File: src/rtl/spypath_meas_ctrl_pkg.sv
// Shared types and default sizing for the spy-path delay measurement controller.
package spypath_meas_ctrl_pkg;

  localparam int unsigned CntWDefault       = 16;
  localparam int unsigned TrialWDefault     = 8;
  localparam int unsigned SyncStagesDefault = 2;

  typedef enum logic [2:0] {
    StIdle,
    StLaunch,
    StWait,
    StSettle,
    StDone
  } state_e;

endpackage

File: src/rtl/sync_ff.sv
// Multi-flop synchronizer for the asynchronous spy-path chain output.
module sync_ff #(
  parameter int unsigned Depth = 2
) (
  input  logic clk,
  input  logic rst,
  input  logic d_i,
  output logic q_o
);

  (* ASYNC_REG = "TRUE", keep = "true" *) logic [Depth-1:0] sync_q;

  always_ff @(posedge clk) begin
    if (rst) begin
      sync_q <= '0;
    end else begin
      sync_q <= {sync_q[Depth-2:0], d_i};
    end
  end

  assign q_o = sync_q[Depth-1];

endmodule

File: src/rtl/spypath_meas_ctrl.sv
// Launches transitions into a spy path chain and measures per-trial propagation delay,
// accumulating sum/min/max over a configurable number of trials.
module spypath_meas_ctrl
  import spypath_meas_ctrl_pkg::*;
#(
  parameter int unsigned CNT_W       = CntWDefault,
  parameter int unsigned TRIAL_W     = TrialWDefault,
  parameter int unsigned SYNC_STAGES = SyncStagesDefault
) (
  input  logic                       clk,
  input  logic                       rst,
  input  logic                       start,
  input  logic [TRIAL_W-1:0]         num_trials,
  input  logic [CNT_W-1:0]           timeout,
  input  logic [CNT_W-1:0]           settle,
  output logic                       path_input,
  input  logic                       path_result,
  output logic                       busy,
  output logic                       done,
  output logic                       timed_out,
  output logic [CNT_W+TRIAL_W-1:0]   sum_delay,
  output logic [CNT_W-1:0]           min_delay,
  output logic [CNT_W-1:0]           max_delay,
  output logic [TRIAL_W-1:0]         trials_done
);

  localparam int unsigned SumW = CNT_W + TRIAL_W;

  state_e               state_q, state_d;
  logic                 path_input_q, path_input_d;
  logic [CNT_W-1:0]     cnt_q, cnt_d;
  logic [TRIAL_W-1:0]   num_trials_q, num_trials_d;
  logic [CNT_W-1:0]     timeout_q, timeout_d;
  logic [CNT_W-1:0]     settle_q, settle_d;
  logic [SumW-1:0]      sum_q, sum_d;
  logic [CNT_W-1:0]     min_q, min_d;
  logic [CNT_W-1:0]     max_q, max_d;
  logic [TRIAL_W-1:0]   trials_q, trials_d;
  logic                 timed_out_q, timed_out_d;
  logic                 path_sync;
  logic                 match;

  sync_ff #(
    .Depth(SYNC_STAGES)
  ) u_sync_ff (
    .clk(clk),
    .rst(rst),
    .d_i(path_result),
    .q_o(path_sync)
  );

  assign match = (path_sync == path_input_q);

  always_comb begin
    state_d      = state_q;
    path_input_d = path_input_q;
    cnt_d        = cnt_q;
    num_trials_d = num_trials_q;
    timeout_d    = timeout_q;
    settle_d     = settle_q;
    sum_d        = sum_q;
    min_d        = min_q;
    max_d        = max_q;
    trials_d     = trials_q;
    timed_out_d  = timed_out_q;

    case (state_q)
      StIdle: begin
        if (start) begin
          timed_out_d = 1'b0;
          if (num_trials != '0) begin
            num_trials_d = num_trials;
            timeout_d    = timeout;
            settle_d     = settle;
            sum_d        = '0;
            trials_d     = '0;
            min_d        = '1;
            max_d        = '0;
            state_d      = StLaunch;
          end else begin
            state_d = StDone;
          end
        end
      end
      StLaunch: begin
        path_input_d = ~path_input_q;
        cnt_d        = '0;
        state_d      = StWait;
      end
      StWait: begin
        // A match wins over a coincident timeout.
        if (match) begin
          sum_d    = sum_q + SumW'(cnt_q);
          trials_d = trials_q + TRIAL_W'(1);
          if (cnt_q < min_q) min_d = cnt_q;
          if (cnt_q > max_q) max_d = cnt_q;
          cnt_d = '0;
          if (trials_q == num_trials_q - TRIAL_W'(1)) begin
            state_d = StDone;
          end else begin
            state_d = StSettle;
          end
        end else if (cnt_q == timeout_q) begin
          timed_out_d = 1'b1;
          state_d     = StDone;
        end else if (cnt_q != '1) begin
          cnt_d = cnt_q + CNT_W'(1);
        end
      end
      StSettle: begin
        // Counter reused as settle timer; settle of 0 or 1 both take one cycle.
        if ((settle_q == '0) || (cnt_q == settle_q - CNT_W'(1))) begin
          state_d = StLaunch;
        end else begin
          cnt_d = cnt_q + CNT_W'(1);
        end
      end
      StDone: begin
        state_d = StIdle;
      end
      default: begin
        state_d = StIdle;
      end
    endcase
  end

  always_ff @(posedge clk) begin
    if (rst) begin
      state_q      <= StIdle;
      path_input_q <= 1'b0;
      cnt_q        <= '0;
      num_trials_q <= '0;
      timeout_q    <= '0;
      settle_q     <= '0;
      sum_q        <= '0;
      min_q        <= '1;
      max_q        <= '0;
      trials_q     <= '0;
      timed_out_q  <= 1'b0;
    end else begin
      state_q      <= state_d;
      path_input_q <= path_input_d;
      cnt_q        <= cnt_d;
      num_trials_q <= num_trials_d;
      timeout_q    <= timeout_d;
      settle_q     <= settle_d;
      sum_q        <= sum_d;
      min_q        <= min_d;
      max_q        <= max_d;
      trials_q     <= trials_d;
      timed_out_q  <= timed_out_d;
    end
  end

  assign path_input  = path_input_q;
  assign busy        = (state_q != StIdle);
  assign done        = (state_q == StDone);
  assign timed_out   = timed_out_q;
  assign sum_delay   = sum_q;
  assign min_delay   = min_q;
  assign max_delay   = max_q;
  assign trials_done = trials_q;

endmodule

File: config.mk
export PLATFORM = sky130hd
export DESIGN_NAME = spypath_meas_ctrl
export DESIGN_NICKNAME = d
export VERILOG_FILES = /design/src/rtl/spypath_meas_ctrl_pkg.sv /design/src/rtl/sync_ff.sv /design/src/rtl/spypath_meas_ctrl.sv
export SDC_FILE = /design/constraint.sdc
export NUM_CORES = 1
export LEC_CHECK = 0
export CAP_MARGIN = 20
export CORE_AREA = 4 4 128 130
export DETAILED_ROUTE_END_ITERATION = 12
export DIE_AREA = 0 0 132 134
export PLACE_DENSITY = 0.73
export SYNTH_ARGS = -nofsm -noshare
export SYNTH_HDL_FRONTEND = slang
export SYNTH_SLANG_ARGS = --single-unit
File: constraint.sdc
create_clock -name clk -period 9.1 [get_ports clk]
set_input_delay 0.91 -clock clk [delete_from_list [all_inputs] [get_ports clk]]
set_output_delay 0.91 -clock clk [all_outputs]
set_load 0.05 [all_outputs]
==> results of run 1 <==
## kinds of logic after synthesis
group	count (synthesis)	share of synthesized area, %
xor gates and xnor gates	65	7.607
and+or+nand+nor	340	22.62
DFF	127	33.97
buffers and inverters	99	5.317
adders and majority gates	53	8.962
muxes	2	0.2675
AOI/OAI and AO/OA	236	21.25
## layout by cell type (no fill, tap or decap), drive strengths merged, types with 15 or more instances in the layout
cell           netlist  final
a21oi               79     79
a22o                15     15
a32o                15     15
clkbuf              49     19
clkdlybuf4s50        0    110
dfxtp              127    127
ha                  52     52
inv                 41     43
nand2              135    135
nand3               26     26
nand4               22     22
nor2                51     51
nor3                19     19
nor4                21     21
o21ai               34     34
o22a                17     17
xnor2               42     42
xor2                23     23
## synthesized netlist by cell type, drive strengths merged (7+ instances only)
cell    count  area share [%]
a21o       14             1.4
a21oi      79             5.3
a22o       15             1.8
a31oi       8            0.75
a32o       15             2.0
and2        7            0.62
and3       10            0.84
buf         9            0.80
clkbuf     49             2.5
dfxtp     127              34
ha         52             8.7
inv        41             2.1
nand2     135             6.8
nand3      26             1.7
nand4      22             1.8
nor2       51             2.6
nor2b       8            0.67
nor3       19             1.3
nor3b      10             1.0
nor4       21             2.2
o21a       10             1.0
o21ai      34             2.3
o22a       17             2.0
or3         9            0.75
xnor2      42             4.9
xor2       23             2.7
## per-layer routing
metal  up-vias  wire length [um]  share of wire [%]
li1       3475                 -                  -
met2       222              9619                 47
met4         0               344                1.7
met1      3320              9332                 45
met5         -                 0                  0
met3        36              1265                6.2
## per-stage QoR
stage / worst slack (ns) / power, W / area, sq um / instances
finish: 5.615 / 0.002079 / 9304 / 1204
global route: 5.408 / 0.002184 / 9304 / 1204
CTS: 5.626 / 0.002083 / 9304 / 1204
global placement: 5.220 / 0.001337 / 8651 / 1170
detailed placement: 5.178 / 0.001351 / 8666 / 1172
floorplan: 5.958 / 0.001169 / 7483 / 922
## sequential cells by signal, summed over array words and instances, names as in the netlist
name,cells
trials_done,8
settle_q,16
timed_out,1
num_trials_q,8
cnt_q,16
sum_delay,24
u_sync_ff.sync_q,2
path_input,1
timeout_q,16
max_delay,16
state_q,3
min_delay,16
## cell type report
class | instances | share of cell area [%]
Clock buffer | 19 | 4.868
Tap cell | 188 | 2.528
Multi-Input combinational cell | 696 | 49.02
Inverter | 41 | 1.654
Clock inverter | 13 | 1.990
Timing Repair Buffer | 120 | 12.61
Sequential cell | 127 | 27.33
## how the worst min path moves through the flow
| stage | slack (ns) | startpoint | end | cells past startpoint |
|---|---|---|---|---|
| 5_1_grt | 0.47 | u_sync_ff.sync_q[0]$_SDFF_PP0_ | u_sync_ff.sync_q[1]$_SDFF_PP0_ | 1 |
| 4_1_cts | 0.44 | u_sync_ff.sync_q[0]$_SDFF_PP0_ | u_sync_ff.sync_q[1]$_SDFF_PP0_ | 1 |
| 3_3_place_gp | 0.42 | u_sync_ff.sync_q[0]$_SDFF_PP0_ | u_sync_ff.sync_q[1]$_SDFF_PP0_ | 1 |
| 2_1_floorplan | 0.41 | u_sync_ff.sync_q[0]$_SDFF_PP0_ | u_sync_ff.sync_q[1]$_SDFF_PP0_ | 1 |
| 6_report | 0.44 | u_sync_ff.sync_q[0]$_SDFF_PP0_ | u_sync_ff.sync_q[1]$_SDFF_PP0_ | 1 |
| 3_5_place_dp | 0.43 | u_sync_ff.sync_q[0]$_SDFF_PP0_ | u_sync_ff.sync_q[1]$_SDFF_PP0_ | 1 |
## power by group through the flow
stage | Combinational, W | Sequential [W] | Clock, W
floorplan | 0.000439 | 0.000730 | 0
global placement | 0.000639 | 0.000698 | 0
global route | 0.000719 | 0.000698 | 0.000768
detailed placement | 0.000652 | 0.000699 | 0
CTS | 0.000655 | 0.000687 | 0.000741
finish | 0.000656 | 0.000688 | 0.000735
## worst max-delay path: stages
cell and delay, ns:
sky130_fd_sc_hd__clkdlybuf4s50_1 0.41, sky130_fd_sc_hd__nor4_1 0.64, sky130_fd_sc_hd__a21boi_0 0.27, sky130_fd_sc_hd__o211a_1 0.57, sky130_fd_sc_hd__nand2_1 0.29, sky130_fd_sc_hd__nor4_2 0.12, sky130_fd_sc_hd__buf_4 0.24, sky130_fd_sc_hd__a221o_1 0.34
==> metrics list, run 1 <==
- Entering global routing, the biggest net connects 92 pins.
* Routed WL per cell: 17.08 um
- The max-slew violation total from the final report came to 0.
- IO Count: 112
* Asr flop ratio synth: 0%
- Relative contribution of the clock network to total power: 35.4%
- Crit Path Max Fanout: 22
* Final worst hold slack: 0.4413 ns
- Number of detailed-route iterations in the first pass: 5
* Final-stage net count: 1100
* Global routing's busiest layer: met2
- When the netlist entered floorplanning its net count stood at 1019.
- Switching Power: 0.0007514 W
- Combinational cells account for 31.6% of the total power.
- The flow ran to the end, and the final reports show no timing, DRC or antenna violations.
- Counting flops with a built-in enable in the synthesized netlist gives 0.
- Most common flop cell mapped by yosys: sky130_fd_sc_hd__dfxtp_1
* Remaining Overflow, GRT: 0
- Internal power contribution: 0.001328 W
* Met1 Resource Use GR: 29.16%
- The floorplan step defined a die boundary enclosing 17690 sq um.
* Core area: 15150 sq um
* Final Hold Violating Endpoints: 0
- Startpoint of the worst setup timing path: num_trials[5]
- Total CTS buffers: 17
* Clk Latency, worst-skew pair: 0.43 ns
- After detailed routing, the number of remaining DRC violations is 0.
- In this run the critical register-to-register path is captured at sum_delay[23]$_SDFFE_PP0P_.
- Once the floorplan was initialized, standard cells occupied 49.41% of the core.
- Max-cap violations in this run came to 0.
- The number of antenna diodes in the final layout is 0.
- Global-route wire length before repair: 32750 um
- STA puts the critical path data arrival time at 3.80 ns.
- In this run the static leakage power is 3.704 nW.
- Setup total negative slack on the finished layout was measured at 0 ns.
- The floorplan step set the die width to 132 um.
- Start of the worst register-to-register path: cnt_q[1]$_SDFFE_PP0P_
- Number of routed nets with antenna violations: 0
- After layout, the minimum clock period comes to 3.485 ns.
* Power density cells: 223.5 nW/um^2
* Kind of end point of the critical path: flop
- Finish-stage setup viols: 0
- Synthesis handed over a netlist of 922 instances.
- Number of clock sinks: 127
- Clk Tree Root Cell: sky130_fd_sc_hd__clkbuf_16
- In this run switching power makes up 36.14% of total power.
- Total number of yosys warnings: 0
- The filler cells instantiated in the layout total 1358.
- Across the whole layout, storage elements account for 2542 sq um.
- Final Core Density: 61.43%
- Final GP Congestion: 0.8627
* Area used by multi-input combinational logic: 4561 sq um
- Between clock sinks in the finished design, the worst skew comes to 0.007771 ns.
- Total length of routed wires: 20560 um
- Counting cells, the worst reg-to-reg path comes to 9.
* Overall die height: 134 um
- Cell area after synthesis: 7483 sq um
- STA puts the critical path data required time at 9.41 ns.
- In the routed layout, each cell is associated on average with a via count of 5.858.
- The count of buffers added on input and output ports is 111.
- Critical path capture point: max_delay[0]$_SDFFE_PP0P_
- Share of cells above drive strength 1: 5.315%
- GRT met2 Usage: 38.48%
- STA classifies the critical path startpoint as a primary input.
- WS Path Type: in2reg
- Worst Max-Slew Pin Slew: 1.055 ns
- Portion of the clock cycle consumed by the worst path in the final layout: 38.30%
- Sequential fraction of the synthesis area: 33.97%
- Relative to the synthesized area, the layout overhead comes to 24.33%.
- Number of library cell types mapped by synthesis: 67
* CTS Hold Bufs: 0
- Average size of a mapped cell: 8.117 sq um
* Half-perimeter wire length of the detailed placement result: 14210 um
- TritonCTS clock tree: built
- Bufs on Longest Clock Path: 2
- Setup repair bufs after CTS: 0
* Setup slack of the worst register-to-register path: 5.75 ns
- Once the clock tree was built, the resizer swapped 0 gates to a different size.
- The worst-case IR drop observed on VDD is 0.0001412 V.
* Overall routing resource usage: 22.74%
- Setup repair after global routing left no endpoint under its margin.
* Type of the worst min-delay path: reg2reg
- Static timing analysis puts the maximum clock frequency at 0.2869 GHz.
* Sequential share of power: 33.1%
- Clock-pin transition on the worst setup and hold timing paths: 0.06 ns
- Starting DRT DRC Count: 493
* Slew Limit Headroom: 29.48%
- Flop and latch count out of synthesis: 127
* H-tree lvl count: 4
- The detailed router placed 7053 vias in this run.
- Antenna violations before repair: 0
* Vias in the first global route: 6421
- Met3 track utilization from global routing: 4.464%
* Cell Rows: 45
Power figures use the tool's default switching activity.
==> inputs of run 2 (changes only) <==
- clock period: 9.1 -> 3.6 ns (I/O delays scaled with it)
==> metrics list, run 2 (synthesis gave the netlist of run 1 again) <==
- IO Count: 112 (unchanged)
- By startpoint and endpoint, the worst setup path is classified as reg2reg.
* Power density cells: 549.6 nW/um^2 (+150%)
* Maximum number of pins on one net before global-route repair: 55 (-40%)
* Area of all placed cells without fillers: 9382 sq um (+0.83%)
- Clk Tree Root Cell: sky130_fd_sc_hd__clkbuf_16
- The number of sinks driven by the clock tree came to 127 (unchanged).
- Antenna violations before repair: 0 (unchanged)
- The static leakage was 3.776 nW (+1.9%).
- The total global-route track usage is 23.02% (+0.28 points).
* Global-route wire length before repair: 33380 um (+1.9%)
- Core area: 15150 sq um (unchanged)
- Clk Latency, worst-skew pair: 0.42 ns (about the same)
* Final min period: 3.237 ns
- The worst-case vdd ir drop was 0.0003414 V (+140%).
- # Max-Cap Violations: 0 (unchanged)
- Horizontal die dimension: 132 um (unchanged)
- Based on the critical path, the design can be clocked at up to 0.3090 GHz.
* Portion of the clock cycle consumed by the worst path in the final layout: 89.91%
- Number of routed nets with antenna violations: 0 (unchanged)
- Startpoint Class: flop
- Remaining Overflow, GRT: 0 (unchanged)
* Worst Max-Slew Pin Slew: 0.7385 ns (-0.3170 ns)
- The standard cell area after detailed placement came to 8793 sq um (+1.5%).
- Bufs on Longest Clock Path: 2 (unchanged)
* Final Hold Violating Endpoints: 0 (unchanged)
- The filler-free cell count of the finished design came to 1219 (+1.2%).
- Clock-pin transition on the worst setup and hold timing paths: 0.05 ns (about the same)
- The count of buffers inserted at the top-level ports is 111 (unchanged).
- Die outline area: 17690 sq um (unchanged)
* Final setup TNS: 0 ns (unchanged)
* Slew Limit Headroom: 50.31% (+21 points)
* Vias in the first global route: 6668 (+3.8%)
* Vias per cell: 5.820 (-0.66%)
- The DRC violation count after routing was 0 (unchanged).
- The utilization after layout was 61.94% (+0.51 points).
* Setup repair bufs after CTS: 0 (unchanged)
- Type of the worst min-delay path: in2reg
- TritonCTS clock tree: built
* Overall die height: 134 um (unchanged)
- The fraction of layout instances using a drive strength above 1 came to 6.402% (+1.1 points).
- The number of detailed-routing iterations run before antenna repair was 5 (unchanged).
- The data required time of the critical path was 3.91 ns (-5.50 ns).
- Setup Skew: 0.005529 ns (-0.002242 ns)
- Cell Rows: 45 (unchanged)
- The count of placed standard cells including taps came to 1189 (+1.5%).
* Number of vias after detailed routing: 7094 (+0.58%)
* Resized Gates After CTS: 0 (unchanged)
- The quantity of hold-fixing buffers added after cts came to 0 (unchanged).
* H-tree lvl count: 4 (unchanged)
- Routed WL per cell: 16.68 um (-2.3%)
- In the layout the commonest cells are sky130_fd_sc_hd__nand2_1 (135), sky130_fd_sc_hd__dfxtp_1 (127), sky130_fd_sc_hd__clkdlybuf4s50_1 (110).
- Crit Path Max Fanout: 18 (-18%)
* Most common library cell in the layout ignoring fill and taps: sky130_fd_sc_hd__nand2_1
* Half-perimeter wire length of the detailed placement result: 14770 um (+4.0%)
* Crit path DAT: 3.55 ns (-0.25 ns)
- Total length of routed wires: 20330 um (-1.1%)
- The initial DRC count was 464 (-5.9%).
- Total CTS buffers: 17 (unchanged)
- Finish-stage setup viols: 0 (unchanged)
- Effective utilization at floorplan: 49.41% (unchanged)
- The area growth from synthesis to layout is 25.36%.
- STA classifies the critical path endpoint as a flop.
- Status: finished clean
* Flip-flop count of the largest register, all copies and words added: 24 (unchanged)
- Final GP Congestion: 0.8764 (+1.6%)
- The max-slew violation total from the final report came to 0 (unchanged).
- Final-stage net count: 1117 (+1.5%)
- Setup repair after global routing left no endpoint under its margin.
- Setup slack of the worst register-to-register path: 0.36 ns (-5.39 ns)
- The number of diodes was 0 (unchanged).
==> run 2: changes by cell type in the layout (fill, tap and decap cells not counted), sizes merged <==
cell,change
clkbuf,+4
inv,-2
buf,+17
clkinv,-1
bufinv,-1
clkinvlp,-2
==> run 2: final cells by class <==
cell class	count	area, sq um
repair buffers	137	1301
well taps	188	235.2
clock inverters	7	110.1
flip-flops and latches	127	2542
inverters	41	153.9
fillers	1316	5764
clock buffers	23	478.0
multi-input cells	696	4561
==> run 2: through the flow <==
step | hold WS (ns) | total power (W) | worst slack (ns)
after floorplan | 0.4138 | 0.002955 | 0.4585
after global placement | 0.4179 | 0.003417 | 0.4886
after detailed placement | 0.4345 | 0.003447 | 0.3891
after CTS | 0.3939 | 0.005187 | 0.3644
after global routing | 0.4116 | 0.005429 | 0.1236
final | 0.4111 | 0.005156 | 0.3633
==> run 2: routing by layer <==
layer,vias to the layer above,track usage [%],routed length (um)
met5,-,0,0
met4,0,9.743,500
met3,43,4.689,1172
met2,226,37.60,9566
met1,3307,29.74,9090
li1,3518,-,-
==> run 2: critical path, stage by stage, from the launching register on <==
cell and delay, ns:
sky130_fd_sc_hd__dfxtp_1 0.37, sky130_fd_sc_hd__inv_1 0.11, sky130_fd_sc_hd__ha_1 0.26, sky130_fd_sc_hd__nor4b_1 0.37
sky130_fd_sc_hd__a31oi_1 0.13, sky130_fd_sc_hd__nand4b_1 0.19, sky130_fd_sc_hd__or4_4 0.55, sky130_fd_sc_hd__nor4_4 0.25
sky130_fd_sc_hd__a31oi_2 0.34, sky130_fd_sc_hd__and2_4 0.33, sky130_fd_sc_hd__a32o_1 0.23
==> run 2: final timing paths <==
| path | depth (start not counted) | to | start |
|---|---|---|---|
| setup / recovery | 10 | cnt_q[5]$_SDFFE_PP0P_ | settle_q[0]$_SDFFE_PP0P_ |
| hold / removal | 3 | max_delay[1]$_SDFFE_PP0P_ | rst |
| setup reg to reg | 10 | cnt_q[5]$_SDFFE_PP0P_ | settle_q[0]$_SDFFE_PP0P_ |
| hold reg to reg | 1 | u_sync_ff.sync_q[1]$_SDFF_PP0_ | u_sync_ff.sync_q[0]$_SDFF_PP0_ |
==> run 2: power by group <==
group | switching (W) | leakage (nW) | internal (W)
sequential | 0.000184 | 1.03 | 0.00155
combinational | 0.00106 | 2.45 | 0.000634
clock | 0.000601 | 0.293 | 0.00113
total | 0.00184 | 3.78 | 0.00331
==> inputs of run 3 (changes only) <==
- ABC_AREA: default -> 1
- CORE_AREA: 4 4 128 130 -> 4 4 131 133
- CTS_BUF_LIST: default -> sky130_fd_sc_hd__clkbuf_2 sky130_fd_sc_hd__clkbuf_4 sky130_fd_sc_hd__clkbuf_8
- DIE_AREA: 0 0 132 134 -> 0 0 135 137
==> metrics list, run 3 <==
- The boundary pin count is 112 (unchanged).
- The total number of nets in the final design is 1328 (+19%).
* Core area: 15830 sq um (+4.5%)
* Number of flops mapped to enable cells by yosys: 0 (unchanged)
- The post-CTS setup-driven buffer insertion count was 0 (unchanged).
- Counting instances in the post-synthesis netlist gives the leading cell types as sky130_fd_sc_hd__nand2_1 (282), sky130_fd_sc_hd__a21oi_1 (144), sky130_fd_sc_hd__dfxtp_1 (127).
- Horizontal die dimension: 135 um (+2.3%)
* Portion of the clock cycle consumed by the worst path in the final layout: 71.52% (-18 points)
- Yosys top cell by area: sky130_fd_sc_hd__dfxtp_1
- The insertion delay of the later-clocked pin in the worst-skew pair is 0.44 ns (+0.02 ns).
- The number of sinks driven by the clock tree came to 127 (unchanged).
- Die outline area: 18500 sq um (+4.6%)
- Final routed DRC violation total: 0 (unchanged)
* Cell family with the largest share of critical-path delay: simple AND/OR/NAND/NOR gates
* Setup slack of the worst register-to-register path: 1.03 ns (+0.66 ns)
- The final setup violation count came to 0 (unchanged).
* Total length of routed wires: 20210 um (-0.61%)
* Port Buf Inserts: 111 (unchanged)
- Kind of end point of the critical path: flop
- Start of the worst register-to-register path: cnt_q[1]$_SDFFE_PP0P_
* Number of cells produced by synthesis: 1145 (+24%)
* Worst hold path stage count: 2 (-1)
* Crit Path Max Fanout: 12 (-6)
* Number of routed nets with antenna violations: 0 (unchanged)
* Status: finished clean
- Final setup TNS: 0 ns (unchanged)
* Syn-to-layout area delta: 20.31%
- The longest individual stage delay on the worst path came to 0.65 ns (+0.10 ns).
* CTS Hold Bufs: 0 (unchanged)
* CP Cell Sequence: ha_1 -> nand2_1 -> nor2_2 -> nand3_1 -> nor2_2 -> nand3_2 -> nor2_1 -> nand3_1 -> nand2_1 -> a21oi_2 -> buf_4 -> nand3_1 -> a21oi_1
* Slew Limit Headroom: 44.44% (-5.9 points)
- Sequential fraction of the synthesis area: 32.50% (-1.5 points)
* Critical path buffer and inverter count: 1 (unchanged)
* WS Path Type: reg2reg
- Number of library cell types mapped by synthesis: 43 (-36%)
- The count of filler cells inserted in the layout was 1523 (+16%).
- Destination of the worst register-to-register timing path: cnt_q[14]$_SDFFE_PP0P_
- The final estimated routing congestion in global placement came to 0.9248 (+5.5%).
- The count of endpoints failing hold in the final timing report was 0 (unchanged).
* Remaining Overflow, GRT: 0 (unchanged)
- The number of flip-flops under the largest register name is 24 (unchanged).
* TritonCTS clock tree: built
- # Max-Cap Violations: 0 (unchanged)
* Clock-pin transition on the worst setup and hold timing paths: 0.07 ns (+0.02 ns)
* Clk Tree Root Cell: sky130_fd_sc_hd__clkbuf_8
- The net count after synthesis came to 1242 (+22%).
- The initial DRC count came to 488 (+5.2%).
* Vias in the first global route: 6833 (+2.5%)
- Average size of a mapped cell: 6.833 sq um (-16%)
* Area of all placed cells without fillers: 9413 sq um (+0.33%)
- The number of antenna violations at the first check in global routing was 0 (unchanged).
- The transition time at the pin with the least slew margin is 0.8334 ns (+0.09489 ns).
- Required arrival time at the worst endpoint: 3.89 ns (-0.02 ns)
- The standard cell area after detailed placement is 9005 sq um (+2.4%).
- The top-area cell type share of the netlist area is 32.50% (-1.5 points).
* Startpoint of the worst setup timing path: cnt_q[1]$_SDFFE_PP0P_
* Flop and latch count out of synthesis: 127 (unchanged)
- Global-route wire length before repair: 33320 um (-0.19%)
* Vias per cell: 5.166 (-11%)
* Crit path DAT: 2.86 ns (-0.69 ns)
- Peak VDD IR: 0.0003290 V (-3.6%)
- The H-tree depth reported by CTS was 4 (unchanged).
* Total inserted antenna cells: 0 (unchanged)
- The cell area after technology mapping was 7824 sq um (+4.5%).
- The number of warnings printed during yosys synthesis was 0 (unchanged).
- Final Core Density: 59.47% (-2.5 points)
* Effective utilization at floorplan: 49.43% (about the same)
* Bufs on Longest Clock Path: 2 (unchanged)
- Most common library cell in the layout ignoring fill and taps: sky130_fd_sc_hd__nand2_1
- Final min period: 2.575 ns (-0.6621 ns)
- Cell Rows: 46 (+2.2%)
- Peak Freq: 0.3884 GHz (+26%)
- By instance count, the leading cell after synthesis is sky130_fd_sc_hd__nand2_1.
- The estimated wirelength of the detail-placed design is 15190 um (+2.8%).
- The max-slew violation total from the final report came to 0 (unchanged).
- Share of cells above drive strength 1: 6.602% (+0.20 points)
* Total CTS buffers: 17 (unchanged)
* Length in cells of the worst reg-to-reg path: 13 (+3)
- Startpoint Class: flop
- Commonest non-fill, non-tap cells in the layout: sky130_fd_sc_hd__nand2_1 (282), sky130_fd_sc_hd__a21oi_1 (144), sky130_fd_sc_hd__dfxtp_1 (127)
- Setup repair after global routing left no endpoint under its margin.
* Placed cell count: 1428 (+20%)
* Overall die height: 137 um (+2.2%)
* Resized Gates After CTS: 0 (unchanged)
- The total global-route track usage came to 22.28% (-0.74 points).
- Routed WL per cell: 13.86 um (-17%)
* Number of non-filler instances in the completed layout: 1458 (+20%)
- Asr flop ratio synth: 0% (unchanged)
* Ranking of synthesized cells by area: sky130_fd_sc_hd__dfxtp_1 (32%), sky130_fd_sc_hd__nand2_1 (14%), sky130_fd_sc_hd__a21oi_1 (9.2%)
- The power density over the cells is 665.2 nW/um^2 (+21%).
* Highest-delay cell along the critical path: sky130_fd_sc_hd__dfxtp_1
* Maximum number of pins on one net before global-route repair: 75 (+36%)
* Setup Skew: 0.009308 ns (+0.003779 ns)
* Type of the worst min-delay path: reg2reg
- The sequential cell area was 2542 sq um (unchanged).
- Hold Startpoint: u_sync_ff.sync_q[0]$_SDFF_PP0_
* Area used by multi-input combinational logic: 4588 sq um (+0.60%)
- In this design, the critical path's most frequently occurring cell is sky130_fd_sc_hd__nand3_1.
* Number of detailed-route iterations in the first pass: 6 (+1)
- The total via count after detailed routing came to 7532 (+6.2%).
* Endpoint of the worst hold-timing path: u_sync_ff.sync_q[1]$_SDFF_PP0_
- The static leakage is 4.098 nW (+8.5%).
- Most common flop cell mapped by yosys: sky130_fd_sc_hd__dfxtp_1
-- run 3: power by group --
group | internal [W] | leakage (nW) | total [W] | switching (W)
logic | 0.00101 | 2.85 | 0.00300 | 0.00199
registers | 0.00165 | 1.04 | 0.00198 | 0.000326
clock network | 0.000751 | 0.216 | 0.00129 | 0.000536
total | 0.00341 | 4.10 | 0.00626 | 0.00285
-- run 3: cell families after synthesis --
family                     synth area share [%]
buffers and inverters                     8.860
DFF                                       32.50
xor gates and xnor gates                  6.141
AOI/OAI and AO/OA                         16.22
and+or+nand+nor                           27.71
adders and majority gates                 8.572
-- run 3: metrics by stage --
step | hold WS [ns] | power (W) | worst slack, ns
floorplan | 0.3883 | 0.004239 | 1.362
global placement | 0.3935 | 0.004964 | 1.118
detailed placement | 0.3959 | 0.005014 | 1.059
CTS | 0.4026 | 0.006313 | 1.028
global route | 0.4243 | 0.006767 | 0.7268
finish | 0.4013 | 0.006261 | 1.025
-- run 3: worst max path at each step --
| stage | to | slack (ns) | cells after the start |
|---|---|---|---|
| 5_1_grt | cnt_q[14]$_SDFFE_PP0P_ | 0.73 | 13 |
| 4_1_cts | sum_delay[19]$_SDFFE_PP0P_ | 1.03 | 12 |
| 6_report | cnt_q[14]$_SDFFE_PP0P_ | 1.03 | 13 |
| 3_3_place_gp | min_delay[3]$_SDFFE_PP1P_ | 1.12 | 8 |
| 2_1_floorplan | sum_delay[18]$_SDFFE_PP0P_ | 1.36 | 13 |
| 3_5_place_dp | sum_delay[19]$_SDFFE_PP0P_ | 1.06 | 12 |
-- run 3: area by class of cell --
cell class / instances / area share (%)
clock buffer: 23 / 3.164
tap: 216 / 2.871
clock inverter: 7 / 1.170
multi-input combinational: 847 / 48.74
inverter: 122 / 4.892
timing repair buffer: 116 / 12.15
sequential: 127 / 27.01
-- run 3: worst reg2reg max path: stages, from the launching register on --
cell and delay [ns]:
sky130_fd_sc_hd__dfxtp_1 0.65, sky130_fd_sc_hd__ha_1 0.27, sky130_fd_sc_hd__nand2_1 0.10, sky130_fd_sc_hd__nor2_2 0.16, sky130_fd_sc_hd__nand3_1 0.11, sky130_fd_sc_hd__nor2_2 0.18
sky130_fd_sc_hd__nand3_2 0.13, sky130_fd_sc_hd__nor2_1 0.13, sky130_fd_sc_hd__nand3_1 0.07, sky130_fd_sc_hd__nand2_1 0.10, sky130_fd_sc_hd__a21oi_2 0.14, sky130_fd_sc_hd__buf_4 0.22
sky130_fd_sc_hd__nand3_1 0.09, sky130_fd_sc_hd__a21oi_1 0.07
-- run 3: per-layer routing --
metal / track usage [%] / share of wire, % / vias up
met5: 0 / 0 / -
met4: 6.495 / 1.3 / 0
met3: 4.449 / 4.7 / 24
met2: 37.63 / 48 / 183
met1: 28.98 / 46 / 3398
li1: - / - / 3927
==> edit 1: new RTL, config.mk and constraints of run 3 <==
Re-encode `state_e` (5 states) as Gray code, 3 bits wide.
--- a/src/rtl/spypath_meas_ctrl_pkg.sv
+++ b/src/rtl/spypath_meas_ctrl_pkg.sv
@@ -6,11 +6,11 @@
   localparam int unsigned SyncStagesDefault = 2;
 
   typedef enum logic [2:0] {
-    StIdle,
-    StLaunch,
-    StWait,
-    StSettle,
-    StDone
+    StIdle   = 3'b000,
+    StLaunch = 3'b001,
+    StWait   = 3'b011,
+    StSettle = 3'b010,
+    StDone   = 3'b110
   } state_e;
 
 endpackage
Formal check against the unedited RTL: no difference found for any inputs over 10 cycles, from zero or initial values and one cycle with rst high; not proved beyond that.
==> edit 1 against run 3 <==
Synthesized area is 6.1% higher; design area is 5.5% higher; power is 13% lower; routed wire length is 11% higher; fmax is 12% lower; worst setup slack worse by 0.34 ns; sequential cell count stayed put; sequential power is 6% lower; largest cell class unchanged.
==> edit 1: results (changes against run 3) <==
- Sw frac: 43.4% (was 45.6%)
- Static Leak: 0.00422 µW (was 0.00410 µW)
- Compound-cell area share of the yosys netlist: 14.9% (was 16.2%)
- Synth Area in Adders: 8.08% (was 8.57%)
- Outcome: completed (unchanged)
- First-pass GRT wire length: 36.8 mm (was 33.3 mm)
- DR iter-0 viols: 508 (was 488)
- Arrival time worst endpoint: 3.23 ns (was 2.86 ns)
- Met1 Use GR: 32.5% (was 29.0%)
- Global-route met3 utilization: 4.78% (was 4.45%)
- TritonRoute pass-1 iters: 5 (was 6)
- Synth top cells by count: 240 x nand2_1, 127 x dfxtp_1, 116 x a21oi_1, 115 x nor2_1, 114 x inv_1 (was 282 x nand2_1, 144 x a21oi_1, 127 x dfxtp_1, 108 x nor2_1, 103 x inv_1)
- Vias in the first global route: 7406 (was 6833)
- Layout Skew: 0.0137 ns (was 0.00931 ns)
- Met3 WL post-DR: 1.26 mm (was 944 µm)
- R2R Path Start: path_input (was cnt_q[1])
- Met2 routed WL: 10.4 mm (was 9.78 mm)
- Seq/Total Area, Yosys: 30.6% (was 32.5%)
- Post-synthesis xor/xnor area fraction: 5.70% (was 6.14%)
- Dpl cells: 1494 (was 1428)
- Synth area leaders: dfxtp_1 31%, nand2_1 11%, ha_1 7.8% (was dfxtp_1 32%, nand2_1 14%, a21oi_1 9.2%)
- Clk Latency, worst-skew pair: 0.46 ns (was 0.44 ns)
- Global routing met2 resource utilization: 41.0% (was 37.6%)
- Relative slew slack: 28.4% (was 44.4%)
- Fill count: 1513 (was 1523)
- Hold slack: 0.408 ns (was 0.401 ns)
- Comb pwr share: 41.5% (was 47.9%)
- Worst setup startpoint: path_input (was cnt_q[1])
- PwrDens: 551 nW/µm² (was 665 nW/µm²)
- Min cycle time layout: 2.91 ns (was 2.57 ns)
- Layout cells sized above 1: 9.53% (was 6.60%)
- Detailed placer's ending HPWL: 16.7 mm (was 15.2 mm)
- Reg2reg end: min_delay[5] (was cnt_q[14])
- Gr usage total: 24.6% (was 22.3%)
- Via density: 5.30 (was 5.17)
- Largest net degree at the start of global routing: 60 (was 75)
- Area after DPL: 9500 µm² (was 9000 µm²)
- Metal-1 WL: 10.4 mm (was 9.23 mm)
- Worst R2R Path Depth: 9 (was 13)
- Max Fanout on Critical Path: 43 (was 12)
- Mapped Nets: 1303 (was 1242)
- Vias: 8093 (was 7532)
- Syn Inst Count: 1206 (was 1145)
- DP Worst Slack: 0.712 ns (was 1.06 ns)
- Peak supply drop: 0.375 mV (was 0.329 mV)
- Worst reg2reg setup slack: 0.69 ns (was 1.03 ns)
## edit 1: cell types whose count changed after synthesis, sizes merged, moves of 13 or more
cell,before,now
a21oi,145,127
o211ai,17,4
nand2,287,260
nand3,67,103
nor3,6,20
o21ai,46,77
## edit 1: layout make-up
| type | count | area, µm² | area share (%) |
|---|---|---|---|
| timing repair buffer | 130 | 1250 | 12.6 |
| clock buffer | 19 | 255 | 2.57 |
| sequential | 127 | 2540 | 25.6 |
| inverter | 127 | 477 | 4.80 |
| multi-input combinational | 895 | 4970 | 50.1 |
| clock inverter | 13 | 163 | 1.64 |
| tap | 216 | 270 | 2.72 |
## edit 1: critical path, stage by stage (launching register included)
cell and delay (ns):
dfxtp_1 0.34, xnor2_1 0.85, nor2_4 0.12, inv_2 0.12, nand2_2 0.08, nor2_4 0.10, buf_4 0.41, nand2_1 0.46
nand2_1 0.18, nand3_1 0.09
==> edit 2: new RTL, flow settings as in run 3 <==
Without the edit above. The package constant `TrialWDefault` goes from 8 to 10.
--- a/src/rtl/spypath_meas_ctrl_pkg.sv
+++ b/src/rtl/spypath_meas_ctrl_pkg.sv
@@ -2,7 +2,7 @@
 package spypath_meas_ctrl_pkg;
 
   localparam int unsigned CntWDefault       = 16;
-  localparam int unsigned TrialWDefault     = 8;
+  localparam int unsigned TrialWDefault     = 10;
   localparam int unsigned SyncStagesDefault = 2;
 
   typedef enum logic [2:0] {
Ports: changed (resized num_trials, sum_delay and trials_done); port bits go from 112 to 118. No check against the original RTL was run, so the function may have changed too.
==> edit 2 against run 3 <==
Sequential share of layout area down 1.1 points; critical endpoint unchanged; sequential power grew 6%; sequential cell count increased by 6; routed wire length up 11%; power rose by 7.4%; worst setup slack got worse by 0.12 ns; design area rose by 9.1%; synthesized area grew 8.6%; highest routed layer unchanged.
==> edit 2: results (changes against run 3) <==
- Clock-cell share of area: 4.85% (was 4.33%)
- Outcome: completed (unchanged)
- Inverter count: 154 (was 122)
- Peak supply drop: 0.305 mV (was 0.329 mV)
- Synth top cells by count: 266 x nand2_1, 140 x inv_1, 133 x dfxtp_1, 129 x nor2_1, 127 x a21oi_1 (was 282 x nand2_1, 144 x a21oi_1, 127 x dfxtp_1, 108 x nor2_1, 103 x inv_1)
- Least-Margin Pin Slew: 0.814 ns (was 0.833 ns)
- Via density: 5.33 (was 5.17)
- Nets: 1448 (was 1328)
- Seq/Total Area, Yosys: 31.3% (was 32.5%)
- Global routing met2 resource utilization: 41.1% (was 37.6%)
- First-pass GRT wire length: 35.9 mm (was 33.3 mm)
- CP peak stage delay: 0.69 ns (was 0.65 ns)
- Yosys cell types: 48 (was 43)
- Static Leak: 0.00444 µW (was 0.00410 µW)
- Final GP Congestion: 0.928 (was 0.925)
- TritonRoute pass-1 iters: 5 (was 6)
- Largest register FFs: 26 (was 24)
- Worst reg2reg setup slack: 0.90 ns (was 1.03 ns)
- Non-clk bufs: 125 (was 116)
- Max Fanout on Critical Path: 17 (was 12)
- Detailed placer's ending HPWL: 16.7 mm (was 15.2 mm)
- Gr usage total: 24.0% (was 22.3%)
- Met1 Use GR: 30.7% (was 29.0%)
- R2R Path Start: cnt_q[6] (was cnt_q[1])
- Arrival time worst endpoint: 3.04 ns (was 2.86 ns)
- Multi-input gate share of total cell area: 48.7% (about the same)
- Worst R2R Path Depth: 12 (was 13)
[edit 2: cell types whose count changed after synthesis, sizes merged, moves of 4 or more]
cell   before  now
nand2     287  275
dfxtp     127  133
nor3        6   16
o21ai      46   77
xor2       31   26
nor2      124  144
inv       122  152
o31ai       4    0
a21oi     145  128
nand3      67  100
[edit 2: per-stage QoR]
step                      util [%]  total power [µW]  hold slack (ns)  area [µm²]
after global routing          64.9              7230            0.427       10300
after detailed placement      61.7              5180            0.400        9770
after global placement        61.7              5130            0.398        9770
final                         64.9              6730            0.417       10300
after floorplan                  -              4430            0.388        8500
after CTS                     64.9              6760            0.418       10300
[edit 2: metal layers]
layer	part of all wire [%]	wire length [µm]	vias to the layer above
li1	-	-	4310
met1	45	10100	3808
met2	47	10600	254
met3	4.9	1090	43
met4	2.4	544	0
met5	0	0	-
[edit 2: cell families after synthesis]
family / share of synthesized area [%]
buffers and inverters: 9.81
XOR/XNOR: 5.45
flip-flops: 31.3
adder cells (fa/ha/maj): 7.89
AND/OR/NAND/NOR: 29.6
AO/OA/AOI/OAI: 15.9
[edit 2: worst reg2reg max path: cells and delay by family, from the launching register on]
family / cells / cell delay, ns
simple gates: 9 / 0.78
flops: 1 / 0.69
compound gates: 1 / 0.65
buf+inv: 2 / 0.47
[edit 2: power breakdown]
group | internal [µW] | switching (µW)
clock | 951 | 621
combinational | 1090 | 1960
sequential | 1740 | 360
[edit 2: worst max-delay path by stage]
stage	from	slack, ns	cells after the start	endpoint
6_report	cnt_q[6]	0.90	12	cnt_q[14]
3_3_place_gp	num_trials[1]	0.95	12	min_delay[12]
5_1_grt	cnt_q[1]	0.65	14	cnt_q[11]
4_1_cts	state_q[2]	0.93	11	min_delay[14]
3_5_place_dp	num_trials[1]	0.88	12	timeout_q[6]
2_1_floorplan	min_delay[3]	1.39	12	min_delay[10]
